`config.mk`:
```
export PLATFORM = sky130hd
export DESIGN_NAME = cpu_step_controller
export DESIGN_NICKNAME = d
export VERILOG_FILES = /design/src/rtl/cpu_step_controller.sv
export SDC_FILE = /design/constraint.sdc
export NUM_CORES = 1
export LEC_CHECK = 0
export CELL_PAD_IN_SITES_DETAIL_PLACEMENT = 1
export CELL_PAD_IN_SITES_GLOBAL_PLACEMENT = 1
export CORE_MARGIN = 8
export CORE_UTILIZATION = 46
export CTS_CLUSTER_DIAMETER = 80
export DETAILED_ROUTE_END_ITERATION = 6
export DONT_BUFFER_PORTS = 1
export PLACE_DENSITY_LB_ADDON = 0.1
export SLEW_MARGIN = 5
export SYNTH_ARGS = -nofsm -noshare
export SYNTH_HDL_FRONTEND = slang
export SYNTH_SLANG_ARGS = --single-unit
```
`constraint.sdc`:
```
create_clock -name clk -period 4.2 [get_ports clk]
set_clock_uncertainty 0.05 [all_clocks]
set_input_delay 0.84 -clock clk [delete_from_list [all_inputs] [get_ports clk]]
set_output_delay 0.84 -clock clk [all_outputs]
set_load 0.03 [all_outputs]
```
`src/rtl/cpu_step_controller.sv`:
```
// cpu_step_controller: turns prescaler tick edges into CPU enable strobes with run/halt/step/breakpoint control
module cpu_step_controller #(
  parameter int DEBOUNCE_CYCLES = 50000,
  parameter int ADDR_W = 32,
  parameter int CNT_W = 32
) (
  input  logic              clk,
  input  logic              reset,
  input  logic              tick_in,
  input  logic              run_req,
  input  logic              halt_req,
  input  logic              step_btn,
  input  logic              bp_en,
  input  logic [ADDR_W-1:0] bp_addr,
  input  logic [ADDR_W-1:0] pc,
  output logic              cpu_en,
  output logic              halted,
  output logic              bp_hit,
  output logic [CNT_W-1:0]  cycle_count
);
  localparam int DW = $clog2(DEBOUNCE_CYCLES + 1);
  typedef enum logic [1:0] {HALT, RUN, STEP} state_t;
  state_t state, state_n;
  logic tick_d, tick_rise, sync1, sync2, db, db_d, step_press;
  logic skip_bp, skip_bp_n, bp_hit_n, issue, cpu_en_q;
  logic [DW-1:0] db_cnt;
  assign tick_rise = tick_in & ~tick_d;
  assign step_press = db & ~db_d;
  assign halted = state == HALT;
  // a strobe already registered is masked while reset is high so reset stops the CPU immediately
  assign cpu_en = cpu_en_q & ~reset;
  // button filter: the counter only advances while the synchronised level disagrees with the accepted one
  always_ff @(posedge clk) begin
    if (reset) begin
      sync1 <= 1'b0;
      sync2 <= 1'b0;
      db <= 1'b0;
      db_d <= 1'b0;
      db_cnt <= '0;
    end else begin
      sync1 <= step_btn;
      sync2 <= sync1;
      db_d <= db;
      if (sync2 == db) db_cnt <= '0;
      else if (db_cnt == DW'(DEBOUNCE_CYCLES - 1)) begin
        db <= sync2;
        db_cnt <= '0;
      end else db_cnt <= db_cnt + 1'b1;
    end
  end
  // control state, strobe and executed-cycle counter
  always_ff @(posedge clk) begin
    if (reset) begin
      state <= HALT;
      tick_d <= 1'b0;
      skip_bp <= 1'b0;
      bp_hit <= 1'b0;
      cpu_en_q <= 1'b0;
      cycle_count <= '0;
    end else begin
      state <= state_n;
      tick_d <= tick_in;
      skip_bp <= skip_bp_n;
      bp_hit <= bp_hit_n;
      cpu_en_q <= issue;
      cycle_count <= cycle_count + CNT_W'(issue);
    end
  end
  // next state: halt beats everything, run beats step; skip_bp lets a resume step off a breakpoint PC
  always_comb begin
    state_n = state;
    skip_bp_n = skip_bp;
    bp_hit_n = bp_hit;
    issue = 1'b0;
    case (state)
      HALT:
        if (!halt_req && (run_req || step_press)) begin
          state_n = run_req ? RUN : STEP;
          skip_bp_n = 1'b1;
          bp_hit_n = 1'b0;
        end
      RUN:
        if (halt_req) state_n = HALT;
        else if (tick_rise && bp_en && pc == bp_addr && !skip_bp) begin
          state_n = HALT;
          bp_hit_n = 1'b1;
        end else if (tick_rise) begin
          issue = 1'b1;
          skip_bp_n = 1'b0;
        end
      STEP:
        if (halt_req) state_n = HALT;
        else if (tick_rise) begin
          issue = 1'b1;
          state_n = HALT;
        end
      default: state_n = HALT;
    endcase
  end
endmodule

```
Word-level counts from Yosys, hierarchy flattened:

Index checks and enable logic that the tools add are counted.

* output and inout port bits: 35
* logic and storage cells: 67
* bits in registers: 58
* bits of input ports: 71

* reduce and logical (&&, ||, !) cells: 14
* $add $sub $neg: 2
* equal/unequal tests: 12
* mux-type cells: 21
* bitwise gates (word level): 7

Operators with widths (count)
* $add 32x1->32: 1
* $eq 32x32->1: 1
* $add 16x1->16 const B: 1
* $eq 16x16->1 const B: 1
* $mux 2: 6
* $mux 1: 11
* $ne 2x2->1 const B: 4
* $ne 3x3->1 const B: 2
* $pmux 1 s2: 3
* $pmux 2 s3: 1
* $reduce_and 5->1: 1
* $logic_and 1x1->1: 4
* $not 1->1: 4
* $reduce_and 4->1: 1
* $and 1x1->1: 3
* $reduce_and 3->1: 1
* $reduce_or 3->1: 1
* $eq 2x1->1 const B: 1
* $eq 2x2->1 const B: 1
* $logic_not 1->1: 2
* $logic_not 2->1: 1
* $ne 2x1->1 const B: 1
* $reduce_and 2->1: 1
* $reduce_bool 2->1: 1
* 2 further kinds: 2

Longest topological paths before layout:

Gate-level depths: netlist (run 1).

* word-level depth: 9
* gate-level depth with buffers: 13
* mapped depth without buffers: 12

Worst setup path before layout (run 1):

No wires, ideal clock.

* kind: input-to-reg
* from: in tick_in
* to: reg cycle_count[30]
* stages on the path: 12
* path buffers: 1
* arrival time: 3.029 ns
* required time: 4.022 ns
* library setup time: 0.128 ns
* setup slack: 0.993 ns
* cells stage by stage: nand2b_1 nor3b_1 and2_1 a22o_1 ha_1 ha_1 nand4_1 or3_1 buf_2 nor4_1 xnor2_1 nor2_1

* longest elaborated chain between the ends: 8
* elaborated cells between the ends (all ways): 10
* classes of those cells: add/sub (1); mux (5); bitwise (1); reduce/logical (3)

RTL lines
* start, declared: line 9 `input logic tick_in,`
* $and 1x1->1 *: line 27 `assign tick_rise = tick_in & ~tick_d;`
* $logic_and 1x1->1 (3 in a row): line 84 `else if (tick_rise && bp_en && pc == bp_addr && !skip_bp) begin`
* $mux 1: line 84
* $mux 1: line 83 `if (halt_req) state_n = HALT;`
* $pmux 1 s2 *: line 75 `case (state)`
* net issue: line 25 `logic skip_bp, skip_bp_n, bp_hit_n, issue, cpu_en_q;`
* $add 32x1->32 *: line 66 `cycle_count <= cycle_count + CNT_W'(issue);`
* end signal, assigned: line 66
* end, declared: line 19 `output logic [CNT_W-1:0] cycle_count`

The timed path passes the listed nets; every way through them passes the cells marked *.
A chain may end at the register's enable or synchronous reset.

Final worst setup path (run 1):

* from: reg state[0]
* to: reg cycle_count[28]

* longest elaborated chain between the ends: 3
* elaborated cells between the ends (all ways): 4
* classes of those cells: add/sub (1); eq/ne (2); mux (1)

RTL lines
* start, declared: line 23 `state_t state, state_n;`
* start signal, assigned: line 61 `state <= state_n;`
* $eq 2x2->1 or $eq 2x1->1 (tied branches): line 75
* $pmux 1 s2 *: line 75
* net issue: line 25
* $add 32x1->32 *: line 66

Marked as above.

==> impl_metrics.json, run 1 <==
{
  "use_met2_pct": 27.9,
  "min_to": "sync2",
  "ys_async_sr_fraction_pct": 0,
  "start_kind": "flip-flop",
  "synth_area_sq_um": 3120,
  "grt_pass1_vias": 2741,
  "cp-end-kind": "flip-flop",
  "leakage_nw": 1.05,
  "cts.sinks": 58,
  "cts_max_level": 3,
  "cts_tree": "yes",
  "die_x_um": 98.4,
  "synth_flop_cell": "dfxtp_1",
  "syn_nets": 439,
  "ff2ff_path_depth": 12,
  "clkLatencyLatePin_ns": 0.34,
  "clockBufferDepth": 2,
  "r2r_slack_ns": 0.83,
  "drtIter0Drc": 100,
  "period_needed_ns": 3.37,
  "area_delta_synth_final_pct": 7.29,
  "drc": 0,
  "cts.clk_slew.worst_paths_ns": 0.07,
  "p_switching_mw": 0.341,
  "cts_root_buf": "clkbuf_8",
  "cap_violations": 0,
  "grt.total_usage_pct": 17.0,
  "worst_pin_slew_ns": 0.825,
  "start_util_pct": 46.8,
  "antennaDiodeCount": 0,
  "critical_path_required_ns": 4.39,
  "slew-limit-headroom_pct": 44.5,
  "peakVddDrop_mv": 0.199,
  "drv_slew": 0,
  "nNetsFinal": 439,
  "power.share.clock_pct": 39.5,
  "io_pins": 106,
  "die_h_um": 98.4,
  "hold_depth": 1,
  "place_area_sq_um": 3170,
  "status": "finished clean",
  "wl_per_cell_um": 17.8,
  "syn_avg_cell_area_sq_um": 8.63,
  "design.core.area_sq_um": 6680,
  "hold_start": "sync1",
  "grt_overflow": 0,
  "power.total_mw": 1.24,
  "place_congestion": 0.847,
  "portBuffers": 0,
  "grt_antenna_before_repair": 0,
  "power.density_nw_per_um2": 370,
  "power.share.switching_pct": 27.5,
  "cts_resized": 0,
  "hold_violations": 0,
  "pwr-share-seq_pct": 46.1,
  "synth_seq_area_share_pct": 37.2,
  "worstPathArrival_ns": 3.56,
  "min-delay-path-class": "flip-flop to flip-flop",
  "vias": 2535,
  "grt_max_degree": 43,
  "comb_power_share_pct": 14.4,
  "synth_edf_count": 0,
  "post-cts-setup-buffers": 0,
  "r2r_start": "state[0]",
  "final.setup.tns_ns": 0,
  "rsz0062_at_grt": "no",
  "setup_violations": 0,
  "final_antenna_net_count": 0,
  "wl_um": 7940,
  "whs_ns": 0.403,
  "synth_cells": 362,
  "critPathMaxFanout": 8,
  "synth_cell_types": 44,
  "fin_crit_sh_pct": 80.3,
  "startpoint": "state[0]",
  "first_pass_iters": 4,
  "p_int_mw": 0.899,
  "fin_area_sq_um": 3350,
  "ys_seq_elements": 58,
  "path_class": "flip-flop to flip-flop",
  "use_met3_pct": 7.12,
  "die-area_sq_um": 9680,
  "cts_hold_buf": 0,
  "fmax_mhz": 297,
  "yosysWarningCount": 0,
  "viasPerCell": 5.68,
  "top_usage_layer": "met2",
  "r2r_end": "cycle_count[28]",
  "cts_inserted_buffers": 9,
  "grt_pass1_wl_um": 13500,
  "core.rowCount": 30,
  "hpwlAfterDp_um": 6210,
  "grtUsageMet1_pct": 18.9,
  "layout-drive-gt1-share_pct": 7.38
}
[per-stage QoR]
step / utilization (%) / worst slack, ns / std cells
floorplan: - / 0.993 / 362
global placement: 47.4 / 0.814 / 431
detailed placement: 47.4 / 0.660 / 431
CTS: 50.2 / 0.834 / 446
global route: 50.2 / 0.496 / 446
finish: 50.2 / 0.829 / 446
[cells in the mapped netlist, types with 6 or more instances]
cell type	number	area, sq um
nor2_1	55	206
or3_1	6	37.5
dfxtp_1	58	1160
nor3_1	10	50.1
ha_1	6	75.1
nand2_1	13	48.8
xor2_1	15	131
nand3_1	22	110
xnor2_1	59	517
a21oi_1	6	30.0
nor2b_1	7	43.8
inv_1	13	48.8
nand4_1	21	131
nor4_1	9	56.3
[kinds of logic after synthesis]
| logic type | after synthesis | synth area share, % |
|---|---|---|
| and+or+nand+nor | 178 | 31.4 |
| xor gates and xnor gates | 74 | 20.7 |
| DFF | 58 | 37.2 |
| buffers and inverters | 24 | 3.32 |
| AOI/OAI and AO/OA | 19 | 4.01 |
| adders and majority gates | 6 | 2.40 |
| muxes | 3 | 0.961 |
[state kept, by name, indices dropped and copies added (netlist names)]
register     cells
bp_hit           1
sync1            1
db               1
cycle_count     32
sync2            1
db_d             1
cpu_en_q         1
db_cnt          16
tick_d           1
skip_bp          1
state            2
[layout by cell type, fill, tap and decap left out, drive strengths merged, types with 4 or more instances in the layout]
| cell type | n |
|---|---|
| xnor2 | 59 |
| dfxtp | 58 |
| nor2 | 55 |
| nand3 | 22 |
| nand4 | 22 |
| xor2 | 15 |
| nand2 | 14 |
| inv | 13 |
| nor4 | 12 |
| nor3 | 10 |
| clkbuf | 9 |
| and3 | 8 |
| nor2b | 7 |
| or3 | 6 |
| a21oi | 6 |
| ha | 6 |
| and2 | 5 |
| clkinv | 5 |
| o21ai | 4 |
[cell type report]
| cell class | count | area, sq um |
|---|---|---|
| Sequential cell | 58 | 1160 |
| Clock inverter | 6 | 58.8 |
| Inverter | 13 | 48.8 |
| Multi-Input combinational cell | 280 | 1860 |
| Tap cell | 80 | 100 |
| Clock buffer | 9 | 124 |
| Fill cell | 796 | 3330 |
[metal layers]
metal  part of all wire [%]  vias to the layer above
li1                       -                     1255
met1                     43                     1192
met2                     48                       80
met3                    7.4                        8
met4                    1.5                        0
met5                      0                        -
[worst max path at each step]
stage / end / slack (ns) / cells after the start
6_report: cycle_count[28] / 0.83 / 12
5_1_grt: cycle_count[30] / 0.50 / 12
4_1_cts: cycle_count[30] / 0.83 / 12
3_5_place_dp: cycle_count[28] / 0.66 / 12
3_3_place_gp: cycle_count[30] / 0.81 / 12
2_1_floorplan: cycle_count[30] / 0.99 / 12
[worst max-delay path, stage by stage, from the launching register on]
cell     delay [ns]
dfxtp_1        0.35
inv_1          0.07
ha_1           0.26
nor3b_1        0.41
and2_1         0.22
a22o_1         0.16
ha_1           0.17
ha_1           0.21
nand4_1        0.19
or3_1          0.55
nor4_1         0.40
xnor2_1        0.17
nor2_1         0.06
[power by group through the flow]
stage	Clock (mW)	Sequential (mW)	Combinational, mW
after floorplan	0	0.581	0.152
after global placement	0	0.584	0.172
after detailed placement	0	0.584	0.175
after CTS	0.504	0.572	0.177
after global routing	0.530	0.573	0.199
final	0.490	0.572	0.178
No activity file was read; power rests on OpenSTA's default activity.
==> run 2, diff against run 1 <==
- clock period: 4.2 -> 3.12 ns (I/O delays scaled with it)
==> impl_metrics.json, run 2 (same netlist as run 1, synthesis figures left out) <==
{
  "die-area_sq_um": 9680,
  "slew-limit-headroom_pct": 56.0,
  "grt_pass1_vias": 2887,
  "layout_commonest_cell": "xnor2_1",
  "wl_per_cell_um": 17.8,
  "cts_inserted_buffers": 9,
  "layoutNonFillerInstCount": 457,
  "vias": 2579,
  "layout_common_cells": "xnor2_1, dfxtp_1, nor2_1",
  "cts_hold_buf": 0,
  "first_pass_iters": 4,
  "cts.clk_slew.worst_paths_ns": 0.07,
  "io_pins": 106,
  "crit_top_cell": "ha_1",
  "drv_slew": 0,
  "fmax_mhz": 341,
  "start_kind": "flip-flop",
  "largest-register": "cycle_count",
  "whs_ns": 0.312,
  "placed_cells_incl_taps": 441,
  "peakVddDrop_mv": 0.306,
  "nNetsFinal": 449,
  "clkLatencyLatePin_ns": 0.33,
  "cpPeakStageDelay_ns": 0.48,
  "viasPerCell": 5.64,
  "critPathMaxFanout": 8,
  "die_h_um": 98.4,
  "cpLargestDelayFamily": "simple AND/OR/NAND/NOR gates",
  "start_util_pct": 46.8,
  "place_congestion": 0.801,
  "min-delay-path-class": "primary input to flip-flop",
  "post-cts-setup-buffers": 0,
  "grt_max_degree": 43,
  "cts_max_level": 3,
  "fin_crit_sh_pct": 94.0,
  "cp-end-kind": "flip-flop",
  "reg_top3": "cycle_count x32, db_cnt x16, state x2",
  "status": "finished clean",
  "cts_tree": "yes",
  "layout-drive-gt1-share_pct": 10.6,
  "antennaDiodeCount": 0,
  "wl_um": 8120,
  "critical_path_buf_inv_count": 1,
  "place_area_sq_um": 3240,
  "final_antenna_net_count": 0,
  "die_x_um": 98.4,
  "clockBufferDepth": 2,
  "slowest_stage": "or3_4",
  "critical_path_required_ns": 3.30,
  "grt_antenna_before_repair": 0,
  "area_delta_synth_final_pct": 11.4,
  "power.density_nw_per_um2": 511,
  "period_needed_ns": 2.93,
  "grt_pass1_wl_um": 13700,
  "core.rowCount": 30,
  "post-place-ws_ns": -0.0682,
  "path_class": "flip-flop to flip-flop",
  "hpwlAfterDp_um": 6420,
  "grt_overflow": 0,
  "worstPathArrival_ns": 3.11,
  "worst_pin_slew_ns": 0.658,
  "leakage_nw": 1.11,
  "drtIter0Drc": 40,
  "fin_area_sq_um": 3480,
  "hold_violations": 0,
  "setup_violations": 0,
  "worstPathCellList": "inv_1 > ha_1 > nor3b_2 > and2_1 > a22o_1 > ha_1 > ha_1 > nand4_1 > or3_4 > nor4_1 > xnor2_1 > nor2_1",
  "portBuffers": 0,
  "drc": 0,
  "design.core.area_sq_um": 6680,
  "grt.total_usage_pct": 17.3,
  "cts_root_buf": "clkbuf_8",
  "final.setup.tns_ns": 0,
  "largest_register_ffs": 32,
  "cts.sinks": 58,
  "cap_violations": 0,
  "setup_slack_ns": 0.188
}
run 2: report_power, final:
group	total (mW)	internal, mW	switching [mW]
clock network	0.758	0.469	0.290
registers	0.771	0.757	0.0135
logic	0.250	0.100	0.150
total	1.78	1.33	0.453
run 2: layout make-up:
type                       count  area, sq um
timing repair buffer          10         75.1
fill                         797         3200
sequential                    58         1160
tap                           80          100
multi-input combinational    280         1880
inverter                      13         48.8
clock buffer                  11          141
clock inverter                 5         77.6
run 2: per-stage QoR:
step / utilization, % / total power, mW
after floorplan: - / 0.987
after global placement: 48.6 / 1.02
after global routing: 52.1 / 1.87
after detailed placement: 48.6 / 1.03
final: 52.1 / 1.78
after CTS: 51.9 / 1.80
run 2: worst register-to-register path, cell delays in order, from the launching register on:
cell     delay, ns
dfxtp_1       0.36
inv_1         0.07
ha_1          0.28
nor3b_2       0.24
and2_1        0.17
a22o_1        0.14
ha_1          0.16
ha_1          0.17
nand4_1       0.15
or3_4         0.48
nor4_1        0.35
xnor2_1       0.16
nor2_1        0.05
run 2: what timing repair did:
action                                  in CTS  in global routing
pin swaps                                    0                  0
gates resized for setup                      1                  2
endpoints found under the setup margin       1                  8
cloned                                       0                  0
run 2: layer usage:
metal | up-vias | share of wire [%] | global-route usage, %
li1 | 1267 | - | -
met1 | 1224 | 39 | 17.8
met5 | - | 0 | 0
met3 | 9 | 7.3 | 7.61
met4 | 0 | 1.3 | 6.61
met2 | 79 | 52 | 30.2
run 2: path summary, 6_finish.rpt:
path              startpoint         endpoint  slack [ns]  cells after the start
setup / recovery    state[0]  cycle_count[30]        0.19                     12
hold / removal         reset           bp_hit        0.31                      1
setup reg to reg    state[0]  cycle_count[30]        0.19                     12
hold reg to reg        sync1            sync2        0.41                      1
==> run 3, diff against run 2 <==
- ABC_AREA: default -> 1
- CAP_MARGIN: default -> 20
- CORE_UTILIZATION: 46 -> 43
==> impl_metrics.json, run 3 <==
{
  "status": "finished clean",
  "drc": 0,
  "synth_common_cells": "nand2_1, inv_1, nor2_1, dfxtp_1, a21oi_1",
  "power.share.switching_pct": 26.7,
  "leakage_nw": 1.52,
  "first_pass_iters": 4,
  "clockBufferDepth": 2,
  "synth_seq_area_share_pct": 35.8,
  "drtIter0Drc": 88,
  "antennaDiodeCount": 0,
  "nNetsFinal": 582,
  "min-delay-path-class": "primary input to flip-flop",
  "layout-drive-gt1-share_pct": 15.7,
  "io_pins": 106,
  "comb_power_share_pct": 14.2,
  "wl_per_cell_um": 15.5,
  "clkLatencyLatePin_ns": 0.34,
  "reg_top3": "cycle_count x32, db_cnt x16, state x2",
  "synth_top_area_share_pct": 35.8,
  "placed_cells_incl_taps": 592,
  "yosysWarningCount": 0,
  "fmax_mhz": 349,
  "setup_slack_ns": 0.252,
  "synth_edf_count": 0,
  "hpwlAfterDp_um": 7100,
  "setup_violations": 0,
  "critical_path_required_ns": 3.35,
  "peakVddDrop_mv": 0.386,
  "cp-end-kind": "flip-flop",
  "cts_max_level": 3,
  "vias": 3067,
  "grt_max_degree": 24,
  "post-place-ws_ns": -0.145,
  "slowest_stage": "nor3_2",
  "design.core.area_sq_um": 7290,
  "critical_path_buf_inv_count": 4,
  "viasPerCell": 5.04,
  "grt_pass1_wl_um": 14800,
  "p_int_mw": 1.38,
  "drv_slew": 0,
  "period_needed_ns": 2.87,
  "cts.sinks": 58,
  "die_h_um": 103,
  "grt.total_usage_pct": 17.7,
  "p_switching_mw": 0.500,
  "fin_crit_sh_pct": 91.9,
  "layout_commonest_cell": "nand2_1",
  "synth_cell_types": 35,
  "area_delta_synth_final_pct": 17.6,
  "path_class": "primary input to flip-flop",
  "power.density_nw_per_um2": 491,
  "synth_area_sq_um": 3250,
  "start_kind": "primary input",
  "place_congestion": 0.751,
  "cts.clk_slew.worst_paths_ns": 0.07,
  "cap_violations": 0,
  "cts_tree": "yes",
  "layoutNonFillerInstCount": 609,
  "synth_flop_cell": "dfxtp_1",
  "power.share.clock_pct": 44.4,
  "pwr-share-seq_pct": 41.3,
  "cts_hold_buf": 0,
  "start_util_pct": 44.5,
  "grt_pass1_vias": 3239,
  "cpLargestDelayFamily": "simple AND/OR/NAND/NOR gates",
  "die_x_um": 103,
  "worstPathArrival_ns": 3.10,
  "cpPeakStageDelay_ns": 0.21,
  "core.rowCount": 31,
  "largest-register": "cycle_count",
  "whs_ns": 0.292,
  "worst_pin_slew_ns": 0.709,
  "r2r_slack_ns": 0.25,
  "layout_common_cells": "nand2_1, inv_1, nor2_1",
  "portBuffers": 0,
  "ys_seq_elements": 58,
  "crit_top_cell": "nand2_1",
  "cts_inserted_buffers": 9,
  "power.total_mw": 1.88,
  "syn_nets": 557,
  "synth_cells": 480,
  "ys_async_sr_fraction_pct": 0,
  "final_antenna_net_count": 0,
  "synth_most_common_cell": "nand2_1",
  "syn_avg_cell_area_sq_um": 6.76,
  "hold_violations": 0,
  "synth.area.top_cells": "dfxtp_1, nand2_1, inv_1",
  "cts_root_buf": "clkbuf_8",
  "grt_overflow": 0,
  "die-area_sq_um": 10600,
  "yosys.area.top_type": "dfxtp_1",
  "critPathMaxFanout": 4,
  "wl_um": 9420,
  "slew-limit-headroom_pct": 52.7,
  "largest_register_ffs": 32,
  "grt_antenna_before_repair": 0
}
run 3: worst paths after layout:
path	start	end	depth (start not counted)
hold / removal	reset	cycle_count[1]	1
hold reg to reg	sync1	sync2	2
setup / recovery	pc[4]	cycle_count[26]	26
setup reg to reg	tick_d	cycle_count[26]	25
run 3: area by class of cell:
type                            instances  area (sq um)
Clock buffer                           12           165
Timing Repair Buffer                   18           135
Sequential cell                        58          1160
Multi-Input combinational cell        332          1840
Tap cell                               99           124
Clock inverter                          4          72.6
Fill cell                             994          3470
Inverter                               86           325
run 3: timing repair:
action | 4_1_cts | 5_1_grt
buffers inserted | 0 | 1
gates resized for setup | 0 | 22
endpoints found under the setup margin | 0 | 8
run 3: cell families after synthesis:
family | synth area share, %
simple gates | 35.0
buf+inv | 10.4
flops | 35.8
compound gates | 9.48
xor+xnor | 7.01
fa+ha+maj | 2.31
run 3: power by group through the flow:
| stage | Clock, mW | Sequential, mW | Combinational (mW) |
|---|---|---|---|
| 3_5_place_dp | 0 | 0.792 | 0.257 |
| 6_report | 0.834 | 0.776 | 0.267 |
| 2_1_floorplan | 0 | 0.788 | 0.214 |
| 3_3_place_gp | 0 | 0.791 | 0.247 |
| 5_1_grt | 0.882 | 0.777 | 0.310 |
| 4_1_cts | 0.846 | 0.775 | 0.260 |
run 3: metrics by stage:
| stage | instance area (sq um) | util (%) | TNS, ns |
|---|---|---|---|
| after CTS | 3720 | 51.0 | 0 |
| after detailed placement | 3480 | 47.8 | -0.546 |
| after floorplan | 3250 | - | 0 |
| after global placement | 3480 | 47.8 | -0.00655 |
| after global routing | 3820 | 52.4 | -0.0522 |
| final | 3820 | 52.4 | 0 |
run 3: layer usage:
layer  global-route usage [%]  vias to the layer above  share of wire, %
met4                     7.23                        0               1.1
met5                        0                        -                 0
li1                         -                     1550                 -
met2                     31.2                       73                51
met3                     5.40                        9               7.7
met1                     19.3                     1435                40
